<file path="config.mk">
export PLATFORM = sky130hd
export DESIGN_NAME = adc_acq_sequencer_flat
export DESIGN_NICKNAME = d
export VERILOG_FILES = /design/src/rtl/adc_acq_sequencer_if.sv /design/src/rtl/adc_acq_sequencer.sv /design/src/flat_wrapper.sv
export SDC_FILE = /design/constraint.sdc
export NUM_CORES = 1
export LEC_CHECK = 0
export ABC_AREA = 0
export CAP_MARGIN = 20
export CORE_MARGIN = 4
export CORE_UTILIZATION = 55
export CTS_CLUSTER_DIAMETER = 100
export CTS_CLUSTER_SIZE = 24
export DETAILED_ROUTE_END_ITERATION = 7
export GPL_TIMING_DRIVEN = 0
export PLACE_DENSITY = 0.79
export SETUP_SLACK_MARGIN = 0.05
export SYNTH_ARGS = -nofsm -noshare
export SYNTH_HDL_FRONTEND = slang
export SYNTH_SLANG_ARGS = --single-unit
</file>
<file path="constraint.sdc">
create_clock -name CLK -period 4.48 [get_ports CLK]
set_clock_uncertainty 0.05 [all_clocks]
set_input_delay 0.448 -clock CLK [delete_from_list [all_inputs] [get_ports CLK]]
set_output_delay 0.448 -clock CLK [all_outputs]
set_load 0.03 [all_outputs]
</file>
<file path="src/rtl/adc_acq_sequencer_if.sv">
// Command, ADC and buffer-write signals shared between the AD7643 acquisition
// sequencer and its surroundings (USB command decoder, ADC pair, dmem/emem).
interface adc_acq_sequencer_if #(
   parameter int unsigned ADDR_W = 14
);
   logic              START;
   logic              STOP;
   logic              CLRPTR;
   logic [15:0]       PERIOD;
   logic [ADDR_W-1:0] NSAMP;
   logic              SDOUT0;
   logic              SDOUT1;
   logic              BUSY0;
   logic              BUSY1;
   logic              CNVST;
   logic              SCLK;
   logic              WE;
   logic [ADDR_W-1:0] WADDR;
   logic [15:0]       WDATA0;
   logic [15:0]       WDATA1;
   logic              RUNNING;
   logic              DONE;
   logic              BUSYERR;
   logic              OVR;

   // Command/ADC side: drives strobes and ADC pins, observes the sequencer.
   modport master (
      output START, STOP, CLRPTR, PERIOD, NSAMP, SDOUT0, SDOUT1, BUSY0, BUSY1,
      input  CNVST, SCLK, WE, WADDR, WDATA0, WDATA1, RUNNING, DONE, BUSYERR, OVR
   );

   // Sequencer side.
   modport slave (
      input  START, STOP, CLRPTR, PERIOD, NSAMP, SDOUT0, SDOUT1, BUSY0, BUSY1,
      output CNVST, SCLK, WE, WADDR, WDATA0, WDATA1, RUNNING, DONE, BUSYERR, OVR
   );
endinterface

</file>
<file path="src/rtl/adc_acq_sequencer.sv">
// Dual AD7643 acquisition sequencer: conversion start, busy wait, serial slave
// readout and one buffer write per sample pair, paced by a programmable period.
module adc_acq_sequencer #(
   parameter int unsigned NBITS     = 18,
   parameter int unsigned ADDR_W    = 14,
   parameter int unsigned SCLK_HALF = 1,
   parameter int unsigned CNV_LOW   = 2,
   parameter int unsigned BUSY_TMO  = 64
) (
   input logic                CLK,
   input logic                RST,
   adc_acq_sequencer_if.slave bus
);

   localparam int unsigned SW   = 16;
   localparam int unsigned PW   = 16;
   localparam int unsigned HC_W = $clog2(SCLK_HALF + 1);
   localparam int unsigned RC_W = $clog2(NBITS + 1);
   localparam int unsigned CC_W = $clog2(CNV_LOW + 1);
   localparam int unsigned WC_W = $clog2(BUSY_TMO + 1);
   localparam logic [PW-1:0] PMIN = PW'(8);

   typedef enum logic [2:0] {
      S_IDLE,
      S_CONV,
      S_WAIT,
      S_SHIFT,
      S_STORE,
      S_HOLD
   } state_t;

   state_t            state_q, state_d;

   logic [CC_W-1:0]   cc_q;
   logic [WC_W-1:0]   wc_q;
   logic [HC_W-1:0]   hc_q;
   logic [RC_W-1:0]   rc_q;
   logic [NBITS-1:0]  sh0_q, sh1_q;
   logic [PW-1:0]     pc_q, eff_q;
   logic [ADDR_W-1:0] addr_q, cnt_q;

   logic              cnvst_q, sclk_q, we_q, running_q, done_q, busyerr_q, ovr_q;
   logic [SW-1:0]     wdata0_q, wdata1_q;
   logic              cnvst_d, sclk_d, we_d, running_d, done_d, busyerr_d, ovr_d;
   logic [SW-1:0]     wdata0_d, wdata1_d;

   logic              abort, sclk_tick, busy_clear, busy_tmo, conv_entry, last_sample;
   logic [ADDR_W-1:0] cnt_inc;
   logic [PW-1:0]     hold_lim;

   assign abort       = bus.CLRPTR | bus.STOP;
   assign sclk_tick   = (hc_q == HC_W'(SCLK_HALF - 1));
   // BUSY is only trusted from the second WAIT cycle on, giving the ADC time to raise it.
   assign busy_clear  = (wc_q != '0) && !bus.BUSY0 && !bus.BUSY1;
   assign busy_tmo    = (wc_q == WC_W'(BUSY_TMO - 1));
   assign cnt_inc     = cnt_q + ADDR_W'(1);
   assign last_sample = (bus.NSAMP != '0) && (cnt_inc == bus.NSAMP);
   assign hold_lim    = eff_q - PW'(1);
   assign conv_entry  = (state_d == S_CONV) && (state_q != S_CONV);

   // State register.
   always_ff @(posedge CLK) begin
      if (RST) state_q <= S_IDLE;
      else     state_q <= state_d;
   end

   // Next-state logic; CLRPTR and STOP override every transition.
   always_comb begin
      state_d = state_q;
      case (state_q)
         S_IDLE:  if (bus.START) state_d = S_CONV;
         S_CONV:  if (cc_q == CC_W'(CNV_LOW - 1)) state_d = S_WAIT;
         S_WAIT:  if (busy_clear || busy_tmo) state_d = S_SHIFT;
         S_SHIFT: if (sclk_tick && sclk_q && (rc_q == RC_W'(NBITS))) state_d = S_STORE;
         S_STORE: state_d = last_sample ? S_IDLE : S_HOLD;
         S_HOLD:  if (pc_q >= hold_lim) state_d = S_CONV;
         default: state_d = S_IDLE;
      endcase
      if (abort) state_d = S_IDLE;
   end

   // Output logic: next values of the registered outputs, derived from the transition.
   always_comb begin
      cnvst_d   = 1'b1;
      sclk_d    = 1'b0;
      we_d      = 1'b0;
      done_d    = 1'b0;
      running_d = (state_d != S_IDLE);
      wdata0_d  = wdata0_q;
      wdata1_d  = wdata1_q;
      busyerr_d = busyerr_q;
      ovr_d     = ovr_q;

      if (state_d == S_CONV) cnvst_d = 1'b0;
      if ((state_d == S_SHIFT) && (state_q == S_SHIFT)) sclk_d = sclk_tick ? ~sclk_q : sclk_q;
      if (state_d == S_STORE) begin
         we_d     = 1'b1;
         wdata0_d = SW'(sh0_q >> 2);
         wdata1_d = SW'(sh1_q >> 2);
      end
      if ((state_q == S_STORE) && (state_d == S_IDLE) && !abort) done_d = 1'b1;
      if ((state_q == S_WAIT) && (state_d == S_SHIFT) && !busy_clear) busyerr_d = 1'b1;
      // Overrun: the period had already expired when the hold was reached.
      if ((state_q == S_HOLD) && (state_d == S_CONV) && (pc_q > hold_lim)) ovr_d = 1'b1;
      if (bus.CLRPTR) begin
         busyerr_d = 1'b0;
         ovr_d     = 1'b0;
      end
   end

   // Output registers.
   always_ff @(posedge CLK) begin
      if (RST) begin
         cnvst_q   <= 1'b1;
         sclk_q    <= 1'b0;
         we_q      <= 1'b0;
         running_q <= 1'b0;
         done_q    <= 1'b0;
         busyerr_q <= 1'b0;
         ovr_q     <= 1'b0;
         wdata0_q  <= '0;
         wdata1_q  <= '0;
      end else begin
         cnvst_q   <= cnvst_d;
         sclk_q    <= sclk_d;
         we_q      <= we_d;
         running_q <= running_d;
         done_q    <= done_d;
         busyerr_q <= busyerr_d;
         ovr_q     <= ovr_d;
         wdata0_q  <= wdata0_d;
         wdata1_q  <= wdata1_d;
      end
   end

   // Datapath: phase counters, shift registers, period pacing, address and count.
   always_ff @(posedge CLK) begin
      if (RST) begin
         cc_q   <= '0;
         wc_q   <= '0;
         hc_q   <= '0;
         rc_q   <= '0;
         sh0_q  <= '0;
         sh1_q  <= '0;
         pc_q   <= '0;
         eff_q  <= PMIN;
         addr_q <= '0;
         cnt_q  <= '0;
      end else begin
         cc_q <= (state_q == S_CONV) ? cc_q + CC_W'(1) : '0;
         wc_q <= (state_q == S_WAIT) ? wc_q + WC_W'(1) : '0;

         // Shift registers start empty for every word; a stopped word is simply dropped.
         if (state_q != S_SHIFT) begin
            hc_q  <= '0;
            rc_q  <= '0;
            sh0_q <= '0;
            sh1_q <= '0;
         end else begin
            hc_q <= sclk_tick ? '0 : hc_q + HC_W'(1);
            if (sclk_tick && !sclk_q) begin
               rc_q  <= rc_q + RC_W'(1);
               sh0_q <= {sh0_q[NBITS-2:0], bus.SDOUT0};
               sh1_q <= {sh1_q[NBITS-2:0], bus.SDOUT1};
            end
         end

         if (conv_entry) begin
            pc_q  <= '0;
            eff_q <= (bus.PERIOD < PMIN) ? PMIN : bus.PERIOD;
         end else if ((state_q != S_IDLE) && (pc_q != '1)) begin
            pc_q <= pc_q + PW'(1);
         end

         if (bus.CLRPTR) begin
            addr_q <= '0;
            cnt_q  <= '0;
         end else if (state_q == S_STORE) begin
            addr_q <= addr_q + ADDR_W'(1);
            cnt_q  <= last_sample ? '0 : cnt_inc;
         end
      end
   end

   assign bus.CNVST   = cnvst_q;
   assign bus.SCLK    = sclk_q;
   assign bus.WE      = we_q;
   assign bus.WADDR   = addr_q;
   assign bus.WDATA0  = wdata0_q;
   assign bus.WDATA1  = wdata1_q;
   assign bus.RUNNING = running_q;
   assign bus.DONE    = done_q;
   assign bus.BUSYERR = busyerr_q;
   assign bus.OVR     = ovr_q;

endmodule

</file>
<file path="src/flat_wrapper.sv">
// flat-port wrapper written by rule: the top's interface ports become plain ports
module adc_acq_sequencer_flat 
#(
   parameter int unsigned NBITS     = 18,
   parameter int unsigned ADDR_W    = 14,
   parameter int unsigned SCLK_HALF = 1,
   parameter int unsigned CNV_LOW   = 2,
   parameter int unsigned BUSY_TMO  = 64
)
  (CLK, RST, bus_START, bus_STOP, bus_CLRPTR, bus_PERIOD, bus_NSAMP, bus_SDOUT0, bus_SDOUT1, bus_BUSY0, bus_BUSY1, bus_CNVST, bus_SCLK, bus_WE, bus_WADDR, bus_WDATA0, bus_WDATA1, bus_RUNNING, bus_DONE, bus_BUSYERR, bus_OVR);
  adc_acq_sequencer_if #(.ADDR_W(ADDR_W)) bus_i ();
  input logic CLK;
  input logic RST;
  input wire logic [$bits(bus_i.START)-1:0] bus_START;
  input wire logic [$bits(bus_i.STOP)-1:0] bus_STOP;
  input wire logic [$bits(bus_i.CLRPTR)-1:0] bus_CLRPTR;
  input wire logic [$bits(bus_i.PERIOD)-1:0] bus_PERIOD;
  input wire logic [$bits(bus_i.NSAMP)-1:0] bus_NSAMP;
  input wire logic [$bits(bus_i.SDOUT0)-1:0] bus_SDOUT0;
  input wire logic [$bits(bus_i.SDOUT1)-1:0] bus_SDOUT1;
  input wire logic [$bits(bus_i.BUSY0)-1:0] bus_BUSY0;
  input wire logic [$bits(bus_i.BUSY1)-1:0] bus_BUSY1;
  output wire logic [$bits(bus_i.CNVST)-1:0] bus_CNVST;
  output wire logic [$bits(bus_i.SCLK)-1:0] bus_SCLK;
  output wire logic [$bits(bus_i.WE)-1:0] bus_WE;
  output wire logic [$bits(bus_i.WADDR)-1:0] bus_WADDR;
  output wire logic [$bits(bus_i.WDATA0)-1:0] bus_WDATA0;
  output wire logic [$bits(bus_i.WDATA1)-1:0] bus_WDATA1;
  output wire logic [$bits(bus_i.RUNNING)-1:0] bus_RUNNING;
  output wire logic [$bits(bus_i.DONE)-1:0] bus_DONE;
  output wire logic [$bits(bus_i.BUSYERR)-1:0] bus_BUSYERR;
  output wire logic [$bits(bus_i.OVR)-1:0] bus_OVR;
  assign bus_i.START = bus_START;
  assign bus_i.STOP = bus_STOP;
  assign bus_i.CLRPTR = bus_CLRPTR;
  assign bus_i.PERIOD = bus_PERIOD;
  assign bus_i.NSAMP = bus_NSAMP;
  assign bus_i.SDOUT0 = bus_SDOUT0;
  assign bus_i.SDOUT1 = bus_SDOUT1;
  assign bus_i.BUSY0 = bus_BUSY0;
  assign bus_i.BUSY1 = bus_BUSY1;
  assign bus_CNVST = bus_i.CNVST;
  assign bus_SCLK = bus_i.SCLK;
  assign bus_WE = bus_i.WE;
  assign bus_WADDR = bus_i.WADDR;
  assign bus_WDATA0 = bus_i.WDATA0;
  assign bus_WDATA1 = bus_i.WDATA1;
  assign bus_RUNNING = bus_i.RUNNING;
  assign bus_DONE = bus_i.DONE;
  assign bus_BUSYERR = bus_i.BUSYERR;
  assign bus_OVR = bus_i.OVR;
  adc_acq_sequencer #(.NBITS(NBITS), .ADDR_W(ADDR_W), .SCLK_HALF(SCLK_HALF), .CNV_LOW(CNV_LOW), .BUSY_TMO(BUSY_TMO)) u_core (.CLK(CLK), .RST(RST), .bus(bus_i));
endmodule
</file>
==> impl_summary.md <==
Global routing
The initial antenna violation count is 0. The via count of the first global-routing pass is just over 6k. Entering global routing, the biggest net connects 17 pins. The overall track demand over capacity in global routing is 0.227.

The leftover overflow at the end of global routing is 0. The global-route wire length before repair is between 20 and 30 mm.

CTS
The clock sink count is 153. The maximum buffer depth of the clock tree is 2. In this run, CTS created clock tree buffers numbering 17. The TritonCTS clock tree is yes.

The root buffer cell is sky130_fd_sc_hd__clkbuf_16. Buffers added to address setup during post-CTS repair amount to 0. The clock-pin slew on the worst setup and hold paths is 0.06 ns. The H-tree was split into 4 levels.

For the worst-skew pair, the clock arrives at the later sink with an insertion delay of 0.42 ns.

Finish
Registers take a little over 0.003 mm2. The number of antenna diodes in the final layout is 0. Summing all multi-input logic gate instances after layout gives 0.00391 mm2. The total of fill cells in the finished design is 1053.

The area growth from synthesis to layout is 24.4%. Once layout is done, the placed cells without fillers occupy 0.00900 mm2. The number of nets in the finished design is 1053. The fraction of layout instances using a drive strength above 1 is 0.0559.

For this run, the share of the core covered by cells in the final layout is 0.707.

Power and ir drop
The proportion of total power due to net switching is 0.230. Of the total power, registers draw 0.450. The internal power of the cells totals 0.00235 W. The power dissipated by switching net loads is approximately 0.0007 W. Dividing total power by cell area gives a power density of 339 mW/mm2. Of the total power, the clock network draws 0.494. The total power consumption of the routed design is 0.00305 W.

The worst-case vdd ir drop is 0.000289 V. Summed over all cells, the static leakage comes to 3.09 nW. The share of total power dissipated in combinational logic is 0.055.

Drt
After detailed routing, the number of remaining DRC violations is 0. The number of vias after detailed routing is 6382. In this run the remaining antenna-violating nets after routing total 0. In this run, the number of DRC markers left after iteration 0 of detailed routing was a little under 600. The first detailed-routing pass took 5 iterations. In the routed layout, each cell is associated on average with a via count of 5.44. In the final routed layout, each cell accounts on average for 14.1 um. The sum of routed wire length over all layers is 16.6 mm.

STA
The number of max-slew violations in the final report is 0. The final critical-path share of the clock period is 0.913. At the pin with the least slew margin, the transition time is between 0.8 and 0.9 ns.

The worst path needs 4.09 ns of the cycle, external delays included. Static timing analysis puts the maximum clock frequency at 244 MHz. Setup repair after global routing left no endpoint under its margin. In the final timing run, aggregate negative setup slack is 0 ns.

The hold violation total from the final report was 0. The worst path meets setup with 0.388 ns of slack. The tightest slew margin relative to the limit is 0.445.

Setup violations remaining at the end of the flow were counted as 0.

Placement
The instance area at placement is 0.00836 mm2. The post-place setup slack is ~0.13 ns. The HPWL after detailed placement is 11.8 mm. Input and output buffers added on the ports amount to 91. The routability congestion estimate is 0.934.

Critical path
The data arrival time of the critical path is 4.38 ns. Of all nets on the critical path, the largest fanout is 10. The critical setup path kind is reg -> reg.

The startpoint of the worst-slack reg-to-reg timing path is u_core.eff_q[2]$_SDFFE_PP0P_. The critical path starts at u_core.eff_q[2]$_SDFFE_PP0P_. The worst setup path is captured at a flip-flop. The worst setup path is launched from a flip-flop. STA puts the critical path data required time at 4.77 ns.

Logic synthesis
When the netlist entered floorplanning its net count stood at 943. The synthesized design contains 153 register bits. For this run, the number of Yosys warnings is 0.

The share of the Yosys chip area taken by registers is 0.424. The gate count of the mapped netlist is 879. Counting flops with a built-in enable in the synthesized netlist gives 0. The synthesized netlist occupies a cell area of around 0.0072 mm2. Of all cell types, the one taking the most synthesized area is sky130_fd_sc_hd__dfxtp_1. Sorting the synthesized cells by area gives the leading types as sky130_fd_sc_hd__dfxtp_1 (42%), sky130_fd_sc_hd__nand2_1 (9.1%), sky130_fd_sc_hd__a21oi_1 (5.5%). Each instance of the synthesized netlist takes up on average approximately 8.2 um2. The most common flop cell mapped by yosys is sky130_fd_sc_hd__dfxtp_1. The area share of the leading cell type in the synthesized netlist is 0.424. The distinct cell type count after synthesis is 59.

The share of async-settable or async-resettable flops after synthesis is 0.

Outcome
The run finished with clean final reports.

Flow run
The tool flagged a number of max-cap violations equal to 0.

Floorplan
The die is roughly 120 um wide. The effective utilization at floorplan is 0.568. The floorplan step defined a die boundary enclosing 0.0150 mm2.

The floorplan step defined a core boundary enclosing 0.0127 mm2. The die is approximately 120 um tall. After floorplanning, the core was divided into slightly above 40 placement rows. During I/O placement, the number of pins put on the boundary was 92.

Min path
In this run the most critical hold path is launched from u_core.cc_q[0]$_SDFF_PP0_. The kind of path behind the tightest hold check is reg -> reg.
final timing paths:
path	slack (ns)	end	cells past startpoint
max	0.39	u_core.pc_q[9]$_SDFFE_PP0P_	16
min	0.39	u_core.cc_q[0]$_SDFF_PP0_	1
max reg2reg	0.39	u_core.pc_q[9]$_SDFFE_PP0P_	16
min reg2reg	0.39	u_core.cc_q[0]$_SDFF_PP0_	1
layer usage:
layer,part of all wire,track usage,vias up
met3,0.050,0.0594,26
met2,0.48,0.381,152
met5,0,0,-
met1,0.45,0.285,2983
met4,0.017,0.0714,0
li1,-,-,3221
cells by family after synthesis:
group	synth area share
adders and majority gates	0.0433
buffers and inverters	0.0384
other	0.000519
and+or+nand+nor	0.272
xor gates and xnor gates	0.0950
AOI/OAI and AO/OA	0.103
DFF	0.424
muxes	0.0249
worst max-delay path: stages (launching register included):
cell and delay, ns:
sky130_fd_sc_hd__dfxtp_1 0.35, sky130_fd_sc_hd__or4_1 0.55, sky130_fd_sc_hd__nor2_1 0.14, sky130_fd_sc_hd__nand2_1 0.10, sky130_fd_sc_hd__nor3_2 0.20, sky130_fd_sc_hd__nand2b_1 0.13, sky130_fd_sc_hd__nor2_1 0.13, sky130_fd_sc_hd__xnor2_1 0.15
sky130_fd_sc_hd__ha_1 0.27, sky130_fd_sc_hd__and3_1 0.17, sky130_fd_sc_hd__a221o_1 0.34, sky130_fd_sc_hd__a221o_1 0.36, sky130_fd_sc_hd__a31o_2 0.25, sky130_fd_sc_hd__o21ai_2 0.24, sky130_fd_sc_hd__a2111oi_4 0.10, sky130_fd_sc_hd__clkbuf_2 0.24
sky130_fd_sc_hd__nor3_1 0.22
placed cells by master, fill, tap and decap left out, types with 3 or more instances in the layout:
master and instances:
sky130_fd_sc_hd__nand2_1 175, sky130_fd_sc_hd__dfxtp_1 153, sky130_fd_sc_hd__clkdlybuf4s50_1 91, sky130_fd_sc_hd__a21oi_1 80, sky130_fd_sc_hd__nor2_1 65, sky130_fd_sc_hd__xor2_1 38
sky130_fd_sc_hd__clkbuf_1 38, sky130_fd_sc_hd__xnor2_1 36, sky130_fd_sc_hd__nand2b_1 34, sky130_fd_sc_hd__nor3_1 31, sky130_fd_sc_hd__nand3_1 28, sky130_fd_sc_hd__ha_1 25
sky130_fd_sc_hd__inv_1 20, sky130_fd_sc_hd__nor4_1 20, sky130_fd_sc_hd__mux2i_1 18, sky130_fd_sc_hd__clkbuf_16 17, sky130_fd_sc_hd__nand4_1 16, sky130_fd_sc_hd__and3_1 14
sky130_fd_sc_hd__o21ai_0 11, sky130_fd_sc_hd__or4_1 5, sky130_fd_sc_hd__a21o_1 5, sky130_fd_sc_hd__a211oi_1 5, sky130_fd_sc_hd__and4_1 4, sky130_fd_sc_hd__or2_2 3
sky130_fd_sc_hd__buf_2 3, sky130_fd_sc_hd__nor2b_1 3, sky130_fd_sc_hd__buf_4 3, sky130_fd_sc_hd__o22ai_1 3, sky130_fd_sc_hd__inv_6 3, sky130_fd_sc_hd__clkinv_4 3
sky130_fd_sc_hd__bufinv_16 3
repair_timing:
item | 4_1_cts | 5_1_grt
hold buffers | 0 | 0
setup endpoints to repair | 0 | 31
resized for setup | 0 | 5
flip-flops by register name (all words and copies together) (netlist names), 2 cells and up:
register,flops
u_core.cc_q,2
u_core.bus.WDATA0,16
u_core.eff_q,16
u_core.sh1_q,18
u_core.cnt_q,14
u_core.state_q,3
u_core.bus.WDATA1,16
u_core.rc_q,5
u_core.wc_q,7
u_core.sh0_q,18
u_core.bus.WADDR,14
u_core.pc_q,16
stage by stage:
step | hold slack, ns | std cells
5_1_grt | 0.401 | 1174
6_report | 0.385 | 1174
2_1_floorplan | 0.356 | 879
4_1_cts | 0.390 | 1174
3_5_place_dp | 0.381 | 1142
3_3_place_gp | 0.370 | 1142
area by class of cell:
class / count / share of cell area
Sequential cell: 153 / 0.340
Buffer: 48 / 0.0227
Multi-Input combinational cell: 658 / 0.434
Timing Repair Buffer: 91 / 0.101
Inverter: 20 / 0.00834
Tap cell: 172 / 0.0239
Clock buffer: 18 / 0.0488
Clock inverter: 14 / 0.0206
cell usage after synthesis, drive strengths merged, types with 4 or more instances:
master and number:
xnor2 37, buf 9, a21o 6, a211oi 5, inv 20, nor3 32
nand3 29, nor4 21, and4 4, nand2b 34, xor2 38, dfxtp 153
nand2 175, a21oi 80, or4 5, ha 25, mux2i 18, and3 16
nand4 17, nor2 65, clkbuf 39, o21ai 13
power groups by stage:
stage	clock network, W	registers, W	logic [W]
after detailed placement	0	0.00141	0.000166
after floorplan	0	0.00140	0.0000972
after CTS	0.00152	0.00137	0.000168
after global placement	0	0.00140	0.000164
after global routing	0.00157	0.00138	0.000186
final	0.00151	0.00138	0.000168
No activity file was read; power rests on OpenSTA's default activity.
